`src/rtl/multi_cycle_controller.sv`:
```
// Main control FSM for the multi-cycle RV32I datapath: sequences fetch, decode and execute,
// drives datapath enables and mux selects, and traps on illegal encodings or memory timeout.
module multi_cycle_controller #(
  parameter int MEM_TIMEOUT = 16
) (
  input  logic       i_clk,
  input  logic       i_srst_n,
  input  logic [6:0] i_opcode,
  input  logic [2:0] i_funct3,
  input  logic       i_funct7bit5,
  input  logic       i_zeroFlag,
  input  logic       i_memReady,
  output logic       o_pcWrite,
  output logic       o_addressSrc,
  output logic       o_instructionRegWrite,
  output logic       o_memWriteEn,
  output logic       o_regWriteEn,
  output logic [1:0] o_aluSrcA,
  output logic [1:0] o_aluSrcB,
  output logic [3:0] o_aluLogicOperation,
  output logic [1:0] o_resultSel,
  output logic       o_instrRetired,
  output logic       o_trap,
  output logic [1:0] o_trapCause
);

  localparam logic [6:0] OP_LOAD   = 7'b0000011;
  localparam logic [6:0] OP_STORE  = 7'b0100011;
  localparam logic [6:0] OP_REG    = 7'b0110011;
  localparam logic [6:0] OP_IMM    = 7'b0010011;
  localparam logic [6:0] OP_BRANCH = 7'b1100011;
  localparam logic [6:0] OP_JAL    = 7'b1101111;

  localparam logic [3:0] ALU_ADD = 4'b0000;
  localparam logic [3:0] ALU_SUB = 4'b1000;
  localparam logic [3:0] ALU_SLT = 4'b0010;
  localparam logic [3:0] ALU_OR  = 4'b0110;
  localparam logic [3:0] ALU_AND = 4'b0111;

  localparam logic [1:0] CAUSE_NONE    = 2'b00;
  localparam logic [1:0] CAUSE_ILLEGAL = 2'b01;
  localparam logic [1:0] CAUSE_TIMEOUT = 2'b10;

  // The counter only ever needs to reach MEM_TIMEOUT-1: the next low cycle traps instead.
  localparam int COUNT_W = (MEM_TIMEOUT > 1) ? $clog2(MEM_TIMEOUT) : 1;
  localparam logic [COUNT_W-1:0] LAST_WAIT = (MEM_TIMEOUT > 0) ? COUNT_W'(MEM_TIMEOUT - 1) : '0;

  typedef enum logic [3:0] {
    FETCH, DECODE, MEMADR, MEMREAD, MEMWB, MEMWRITE,
    EXECR, EXECI, ALUWB, BEQ, JAL, TRAP
  } StateType;

  StateType state, nextState;
  logic [COUNT_W-1:0] waitCount;
  logic [1:0] trapCause, nextCause;
  logic memWait, timedOut, aluFunct3Ok;
  logic pcWriteRaw, irWriteRaw, memWriteRaw, regWriteRaw, retiredRaw;

  function automatic logic [3:0] aluOpFor(input logic [2:0] funct3, input logic isSub);
    case (funct3)
      3'b000:  return isSub ? ALU_SUB : ALU_ADD;
      3'b010:  return ALU_SLT;
      3'b110:  return ALU_OR;
      3'b111:  return ALU_AND;
      default: return ALU_ADD;
    endcase
  endfunction

  assign memWait     = (state == FETCH) || (state == MEMREAD) || (state == MEMWRITE);
  assign aluFunct3Ok = i_funct3 inside {3'b000, 3'b010, 3'b110, 3'b111};
  assign timedOut    = (MEM_TIMEOUT > 0) && memWait && !i_memReady && (waitCount == LAST_WAIT);

  always_ff @(posedge i_clk) begin
    if (!i_srst_n) begin
      state     <= FETCH;
      waitCount <= '0;
      trapCause <= CAUSE_NONE;
    end else begin
      state     <= nextState;
      trapCause <= nextCause;
      if (memWait && (nextState == state)) waitCount <= waitCount + COUNT_W'(1);
      else                                 waitCount <= '0;
    end
  end

  always_comb begin
    nextState           = state;
    nextCause           = trapCause;
    pcWriteRaw          = 1'b0;
    irWriteRaw          = 1'b0;
    memWriteRaw         = 1'b0;
    regWriteRaw         = 1'b0;
    retiredRaw          = 1'b0;
    o_addressSrc        = 1'b0;
    o_aluSrcA           = 2'b00;
    o_aluSrcB           = 2'b00;
    o_aluLogicOperation = ALU_ADD;
    o_resultSel         = 2'b00;
    case (state)
      FETCH: begin
        o_aluSrcB   = 2'b10;
        o_resultSel = 2'b10;
        if (i_memReady) begin
          pcWriteRaw = 1'b1;
          irWriteRaw = 1'b1;
          nextState  = DECODE;
        end else if (timedOut) begin
          nextState = TRAP;
          nextCause = CAUSE_TIMEOUT;
        end
      end
      DECODE: begin
        o_aluSrcA = 2'b01;
        o_aluSrcB = 2'b01;
        nextState = TRAP;
        case (i_opcode)
          OP_LOAD, OP_STORE: if (i_funct3 == 3'b010) nextState = MEMADR;
          OP_REG:            if (aluFunct3Ok) nextState = EXECR;
          OP_IMM:            if (aluFunct3Ok) nextState = EXECI;
          OP_BRANCH:         if (i_funct3 == 3'b000) nextState = BEQ;
          OP_JAL:            nextState = JAL;
          default:           nextState = TRAP;
        endcase
        if (nextState == TRAP) nextCause = CAUSE_ILLEGAL;
      end
      MEMADR: begin
        o_aluSrcA = 2'b10;
        o_aluSrcB = 2'b01;
        nextState = i_opcode[5] ? MEMWRITE : MEMREAD;
      end
      MEMREAD: begin
        o_addressSrc = 1'b1;
        if (i_memReady) nextState = MEMWB;
        else if (timedOut) begin
          nextState = TRAP;
          nextCause = CAUSE_TIMEOUT;
        end
      end
      MEMWB: begin
        o_resultSel = 2'b01;
        regWriteRaw = 1'b1;
        retiredRaw  = 1'b1;
        nextState   = FETCH;
      end
      MEMWRITE: begin
        o_addressSrc = 1'b1;
        memWriteRaw  = 1'b1;
        if (i_memReady) begin
          retiredRaw = 1'b1;
          nextState  = FETCH;
        end else if (timedOut) begin
          nextState = TRAP;
          nextCause = CAUSE_TIMEOUT;
        end
      end
      EXECR: begin
        o_aluSrcA           = 2'b10;
        o_aluLogicOperation = aluOpFor(i_funct3, i_funct7bit5);
        nextState           = ALUWB;
      end
      EXECI: begin
        o_aluSrcA           = 2'b10;
        o_aluSrcB           = 2'b01;
        o_aluLogicOperation = aluOpFor(i_funct3, 1'b0);
        nextState           = ALUWB;
      end
      ALUWB: begin
        regWriteRaw = 1'b1;
        retiredRaw  = 1'b1;
        nextState   = FETCH;
      end
      BEQ: begin
        o_aluSrcA           = 2'b10;
        o_aluLogicOperation = ALU_SUB;
        pcWriteRaw          = i_zeroFlag;
        retiredRaw          = 1'b1;
        nextState           = FETCH;
      end
      JAL: begin
        o_aluSrcA  = 2'b01;
        o_aluSrcB  = 2'b10;
        pcWriteRaw = 1'b1;
        nextState  = ALUWB;
      end
      TRAP: nextState = TRAP;
      default: nextState = FETCH;
    endcase
  end

  // Reset must suppress any write in the cycle it is asserted, whatever state we are in.
  assign o_pcWrite             = pcWriteRaw & i_srst_n;
  assign o_instructionRegWrite = irWriteRaw & i_srst_n;
  assign o_memWriteEn          = memWriteRaw & i_srst_n;
  assign o_regWriteEn          = regWriteRaw & i_srst_n;
  assign o_instrRetired        = retiredRaw & i_srst_n;
  assign o_trap                = (state == TRAP);
  assign o_trapCause           = trapCause;

endmodule
```
`config.mk`:
```
export PLATFORM = sky130hd
export DESIGN_NAME = multi_cycle_controller
export DESIGN_NICKNAME = d
export VERILOG_FILES = /design/src/rtl/multi_cycle_controller.sv
export SDC_FILE = /design/constraint.sdc
export NUM_CORES = 1
export LEC_CHECK = 0
export ABC_CLOCK_PERIOD_IN_PS = 5700
export CAP_MARGIN = 20
export CORE_MARGIN = 2
export CORE_UTILIZATION = 35
export CTS_BUF_LIST = sky130_fd_sc_hd__clkbuf_4 sky130_fd_sc_hd__clkbuf_8 sky130_fd_sc_hd__clkbuf_16
export CTS_CLUSTER_DIAMETER = 50
export CTS_CLUSTER_SIZE = 12
export DETAILED_ROUTE_END_ITERATION = 10
export GPL_TIMING_DRIVEN = 0
export SETUP_SLACK_MARGIN = 0.05
export SYNTH_ARGS = -nofsm -noshare
export SYNTH_HDL_FRONTEND = slang
export SYNTH_SLANG_ARGS = --single-unit
```
`constraint.sdc`:
```
create_clock -name i_clk -period 5.7 [get_ports i_clk]
set_clock_uncertainty 0.2 [all_clocks]
set_input_delay 1.14 -clock i_clk [delete_from_list [all_inputs] [get_ports i_clk]]
set_output_delay 1.14 -clock i_clk [all_outputs]
set_load 0.005 [all_outputs]
```
==> results of run 1 <==
-- logic make-up after synthesis --
| kind of cell | share of synthesized area [%] |
|---|---|
| xor+xnor | 3.94 |
| flops | 18.0 |
| fa+ha+maj | 1.12 |
| buf+inv | 6.97 |
| compound gates | 25.2 |
| simple gates | 44.8 |
-- registers in the layout, summed over array words and instances (netlist names) --
register,cells
o_trapCause,2
waitCount,4
state,4
-- path summary, 6_finish.rpt --
kind                 from                     end  slack [ps]  cells after the start
max           i_funct3[2]  o_aluLogicOperation[3]        1620                      4
min          waitCount[0]            waitCount[0]         260                      1
max reg2reg  waitCount[0]            waitCount[2]        3620                      7
min reg2reg  waitCount[0]            waitCount[0]         260                      1
-- report_power, final --
part           leakage, nW  switching [mW]  internal (mW)  total, mW
clock               0.0210          0.0232         0.0388     0.0620
sequential          0.0815         0.00943         0.0798     0.0892
combinational        0.472           0.122          0.121      0.244
total                0.575           0.155          0.240      0.395
-- stage by stage --
stage / hold slack [ps] / utilization, %
after global routing: 288 / 50.7
final: 258 / 50.7
after floorplan: 233 / -
after global placement: 248 / 49.5
after detailed placement: 251 / 49.5
after CTS: 260 / 50.7
-- synthesized netlist by cell type (2+ instances only) --
cell and instances:
nor2_1 17, inv_1 3, and3_1 7, nor3_1 6, or3b_1 2, o211ai_1 2, clkbuf_1 3, buf_6 2
buf_2 2, a21oi_1 8, nor2b_1 6, xor2_1 2, nand3_1 8, a21o_1 2, o21ai_1 4, or3_1 2
nor4b_1 2, nor4_1 3, xnor2_1 3, buf_4 3, dfxtp_1 10, nand2b_1 8, nand2_1 13, o21ai_0 5
o21bai_1 2
-- cell type report --
class,count,area [sq um],area share [%]
Multi-Input combinational cell,127,835,54.4
Timing Repair Buffer,33,330,21.5
Sequential cell,10,200,13.1
Buffer,10,66.3,4.32
Tap cell,44,55.1,3.59
Clock buffer,4,36.3,2.37
Inverter,3,11.3,0.734
-- critical path: stages --
cell and delay (ps):
clkdlybuf4s50_1 460, or3_1 440, o21ai_0 180, clkdlybuf4s50_1 520
-- layer usage --
metal,routed length (um),part of all wire (%),global-route usage (%)
met5,0,0,0
met2,1420,45,31.2
met4,63,2.0,8.25
met1,1520,48,27.7
met3,179,5.6,0.853
==> run_results.csv, run 1 <==
group,metric,value,unit
floorplan,start_util,36.7,%
floorplan,die_w,60.4,um
routing,wirelength,3180,um
synth,ys_ff_latch,10,
placed_design,place.gp.congestion,0.915,
routing,drt_iter0_drc,67,
power,p_leak,0.575,nW
synth,ys_seq_area_share,18.0,%
timing,finalCritPeriodShare,71.6,%
synth,yosysTopAreaCell,"dfxtp_1",
clock_tree,cts_root_buf,"clkbuf_4",
clock_tree,post_cts_buffers,0,
synth,synth_top_area_share,18.0,%
timing,slew_violations,0,
hold_path,hold_path.class,"reg -> reg",
synth,yosys.cell_types.count,50,
synth,ys.flop_type,"dfxtp_1",
synth,yosys_warnings,0,
clock_tree,cts_resized,0,
worst_setup_path,arrival,2740,ps
placed_design,hpwl,2470,um
global_routing,grt_overflow_total,0,
power,irDropWorstVdd,148,uV
timing,worst_slew_pin_slew,623,ps
routing,via_count,1260,
global_routing,grt_max_degree,11,
finish,final_cell_mix,"33 x clkdlybuf4s50_1, 17 x nor2_1, 13 x nand2_1",
finish,final_cell_area,1530,sq um
timing,rsz0062_at_grt,"false",
synth,synth_edf_count,0,
run_status,status,"completed",
synth,syn_nets,166,
finish,nets,204,
placed_design,post-place-ws,1620,ps
timing,fin_tns_setup,0,ps
routing,drc,0,
worst_setup_path,cp-end-kind,"output pin",
synth,synthArstFlopShare,0,%
worst_setup_path,crit_required,4360,ps
placed_design,dpl.cell_count,227,
synth,netlist_area,1110,sq um
worst_setup_path,crit_path_start_kind,"input port",
floorplan,die-area,3650,sq um
clock_tree,clkTransAtPathRegs,60,ps
synth,synth_area_leaders,"dfxtp_1 18%, nor2_1 5.7%, nand2b_1 4.5%, nand2_1 4.4%, and3_1 3.9%",
clock_tree,tritoncts,"done",
synth,avgSynthCellArea,7.42,sq um
floorplan,num_rows,20,
worst_setup_path,path_class,"in -> out",
finish,n_fill_cell,304,
clock_tree,h-tree-depth,1,
clock_tree,cts_sinks,10,
finish,area_delta_synth_final,37.9,%
routing,wire_per_inst,13.8,um
timing,finalCriticalPeriod,4080,ps
power,power_density,257,nW/um^2
global_routing,grt_use_total,19.6,%
global_routing,grt_pass1_vias,1162,
routing,drt_first_pass_iters,4,
floorplan,core,3030,sq um
clock_tree,cts_hold_buf,0,
worst_setup_path,path_max_fanout,5,
routing,viasPerCell,5.45,
clock_tree,clock_latency,260,ps
finish,n_antenna_cell,0,
timing,setup_ws,1620,ps
timing,finalHoldViolCount,0,
global_routing,grt_antenna_before_repair,0,
floorplan,dieHeight,60.4,um
synth,syn_inst,150,
routing,ant_nets,0,
clock_tree,cts_buffers,3,
finish,final_common_cell,"clkdlybuf4s50_1",
run,max_cap_viol_count,0,
finish,drive_above_1_share,10.7,%
placed_design,place_area,1500,sq um
clock_tree,clock_path_buffers,2,
power,p_total,395,uW
placed_design,port_buffers,33,
timing,max_slew_margin,58.4,%
finish,finish.cell_count_without_fillers,231,
timing,fmax,245,MHz
floorplan,pin_count,34,
global_routing,grt_pass1_wl,5400,um
timing,setup_viol,0,
Note: power is estimated with default switching activity, not from simulation.
==> inputs of run 2 (changes only) <==
--- a/config.mk
+++ b/config.mk
@@ -5,7 +5,7 @@
 export SDC_FILE = /design/constraint.sdc
 export NUM_CORES = 1
 export LEC_CHECK = 0
-export ABC_CLOCK_PERIOD_IN_PS = 5700
+export ABC_CLOCK_PERIOD_IN_PS = 3550
 export CAP_MARGIN = 20
 export CORE_MARGIN = 2
 export CORE_UTILIZATION = 35
@@ -14,6 +14,7 @@
 export CTS_CLUSTER_SIZE = 12
 export DETAILED_ROUTE_END_ITERATION = 10
 export GPL_TIMING_DRIVEN = 0
+export PLACE_DENSITY = 0.65
 export SETUP_SLACK_MARGIN = 0.05
 export SYNTH_ARGS = -nofsm -noshare
 export SYNTH_HDL_FRONTEND = slang
==> constraint.sdc (replaced) <==
create_clock -name i_clk -period 3.55 [get_ports i_clk]
set_clock_uncertainty 0.2 [all_clocks]
set_input_delay 0.71 -clock i_clk [delete_from_list [all_inputs] [get_ports i_clk]]
set_output_delay 0.71 -clock i_clk [all_outputs]
set_load 0.005 [all_outputs]
==> run 2 against run 1 <==
Against the previous run: final cell count is the same; design area is the same; register-to-register slack lost 2200 ps; total power grew 62%; flip-flop and latch count is the same; clock-buffer cell count is the same.
==> run_results.csv, run 2 (same netlist as run 1, synthesis figures left out) <==
group,metric,value,unit
run_status,status,"completed",
routing,wire_per_inst,14.2,um
hold_path,hold_start,"waitCount[0]",
finish,area_delta_synth_final,37.9,%
floorplan,pin_count,34,
clock_tree,cts_sinks,10,
worst_setup_path,slowest_delay,580,ps
worst_setup_path,crit_slowest_cell,"clkdlybuf4s50_1",
timing,worst_slew_pin_slew,568,ps
worst_setup_path,path_delay_family,"buffers and inverters",
routing,drc,0,
clock_tree,cts_root_buf,"clkbuf_4",
power,irDropWorstVdd,262,uV
global_routing,grt_overflow_total,0,
worst_setup_path,cpMostUsedCell,"clkdlybuf4s50_1",
global_routing,grt_max_degree,11,
routing,drt_first_pass_iters,4,
timing,fin_tns_setup,0,ps
global_routing,grt_antenna_before_repair,0,
global_routing,grt_pass1_wl,5520,um
placed_design,post-place-ws,247,ps
clock_tree,h-tree-depth,1,
clock_tree,cts_resized,0,
placed_design,hpwl,2650,um
worst_setup_path,worst_r2r_path_depth,6,
clock_tree,cts_hold_buf,0,
run,max_cap_viol_count,0,
timing,finalCritPeriodShare,92.9,%
floorplan,core,3030,sq um
timing,setup_viol,0,
worst_setup_path,path_max_fanout,8,
global_routing,grt_pass1_vias,1162,
timing,slew_violations,0,
worst_setup_path,cp_num_buf_inv,3,
floorplan,dieHeight,60.4,um
clock_tree,post_cts_buffers,0,
floorplan,num_rows,20,
finish,final_cell_mix,"33 x clkdlybuf4s50_1, 17 x nor2_1, 13 x nand2_1",
timing,rsz0062_at_grt,"false",
placed_design,place.gp.congestion,0.937,
worst_setup_path,path_cells,"clkdlybuf4s50_1, inv_1, nor4b_1, clkdlybuf4s50_1",
worst_setup_path,arrival,2390,ps
worst_setup_path,reg2reg_from,"state[0]",
timing,finalHoldViolCount,0,
global_routing,grt_use_total,19.6,%
worst_setup_path,crit_required,2640,ps
clock_tree,clock_latency,260,ps
hold_path,min_to,"waitCount[0]",
floorplan,start_util,36.7,%
worst_setup_path,r2r_end,"waitCount[2]",
placed_design,port_buffers,33,
routing,viasPerCell,5.36,
timing,fmax,303,MHz
routing,via_count,1239,
power,power_density,416,nW/um^2
floorplan,die_w,60.4,um
floorplan,die-area,3650,sq um
clock_tree,clkTransAtPathRegs,60,ps
timing,setup_ws,251,ps
routing,ant_nets,0,
clock_tree,clock_path_buffers,2,
finish,n_antenna_cell,0,
hold_path,hold_path_depth,1,
routing,wirelength,3280,um
worst_setup_path,path_class,"in -> out",
worst_setup_path,r2r_slack,1450,ps
worst_setup_path,cp-end-kind,"output pin",
timing,finalCriticalPeriod,3300,ps
clock_tree,cts_buffers,3,
worst_setup_path,crit_path_start_kind,"input port",
finish,nets,204,
finish,final_common_cell,"clkdlybuf4s50_1",
hold_path,hold_path.class,"reg -> reg",
clock_tree,tritoncts,"done",
routing,drt_iter0_drc,55,
power,p_leak,0.575,nW
finish,drive_above_1_share,10.7,%
timing,max_slew_margin,62.1,%
[run 2: layout make-up]
cell class                      instances  area [sq um]
Inverter                                3          11.3
Tap cell                               44          55.1
Multi-Input combinational cell        127           835
Clock buffer                            4          36.3
Buffer                                 10          66.3
Sequential cell                        10           200
Timing Repair Buffer                   33           330
Fill cell                             311          1490
[run 2: power breakdown]
| part | total, mW | internal, mW | leakage [nW] | switching (mW) |
|---|---|---|---|---|
| clock network | 0.100 | 0.0622 | 0.0210 | 0.0379 |
| logic | 0.393 | 0.195 | 0.472 | 0.198 |
| registers | 0.145 | 0.128 | 0.0815 | 0.0165 |
| total | 0.638 | 0.386 | 0.575 | 0.252 |
[run 2: per-stage QoR]
step | total power [mW] | utilization, % | instances | hold slack (ps) | area [sq um]
6_report | 0.638 | 50.7 | 231 | 268 | 1530
4_1_cts | 0.641 | 50.7 | 231 | 267 | 1530
3_5_place_dp | 0.538 | 49.5 | 227 | 257 | 1500
5_1_grt | 0.690 | 50.7 | 231 | 276 | 1530
2_1_floorplan | 0.389 | - | 150 | 233 | 1110
3_3_place_gp | 0.530 | 49.5 | 227 | 248 | 1500
[run 2: layer usage]
| layer | vias to the layer above | global-route usage (%) | part of all wire (%) |
|---|---|---|---|
| li1 | 629 | - | - |
| met1 | 573 | 27.4 | 48 |
| met2 | 37 | 34.2 | 47 |
| met3 | 0 | 1.71 | 4.8 |
| met4 | 0 | 1.90 | 0 |
| met5 | - | 0 | 0 |
[run 2: worst max path at each step]
stage                         from            to  slack, ps  depth (start not counted)
after CTS                 i_srst_n  o_regWriteEn        240                          4
after global routing      state[2]  o_regWriteEn        150                          6
after global placement    i_srst_n  o_regWriteEn        290                          4
final                     i_srst_n  o_regWriteEn        250                          4
after floorplan           state[3]     o_pcWrite       1300                          5
after detailed placement  i_srst_n  o_regWriteEn        250                          4
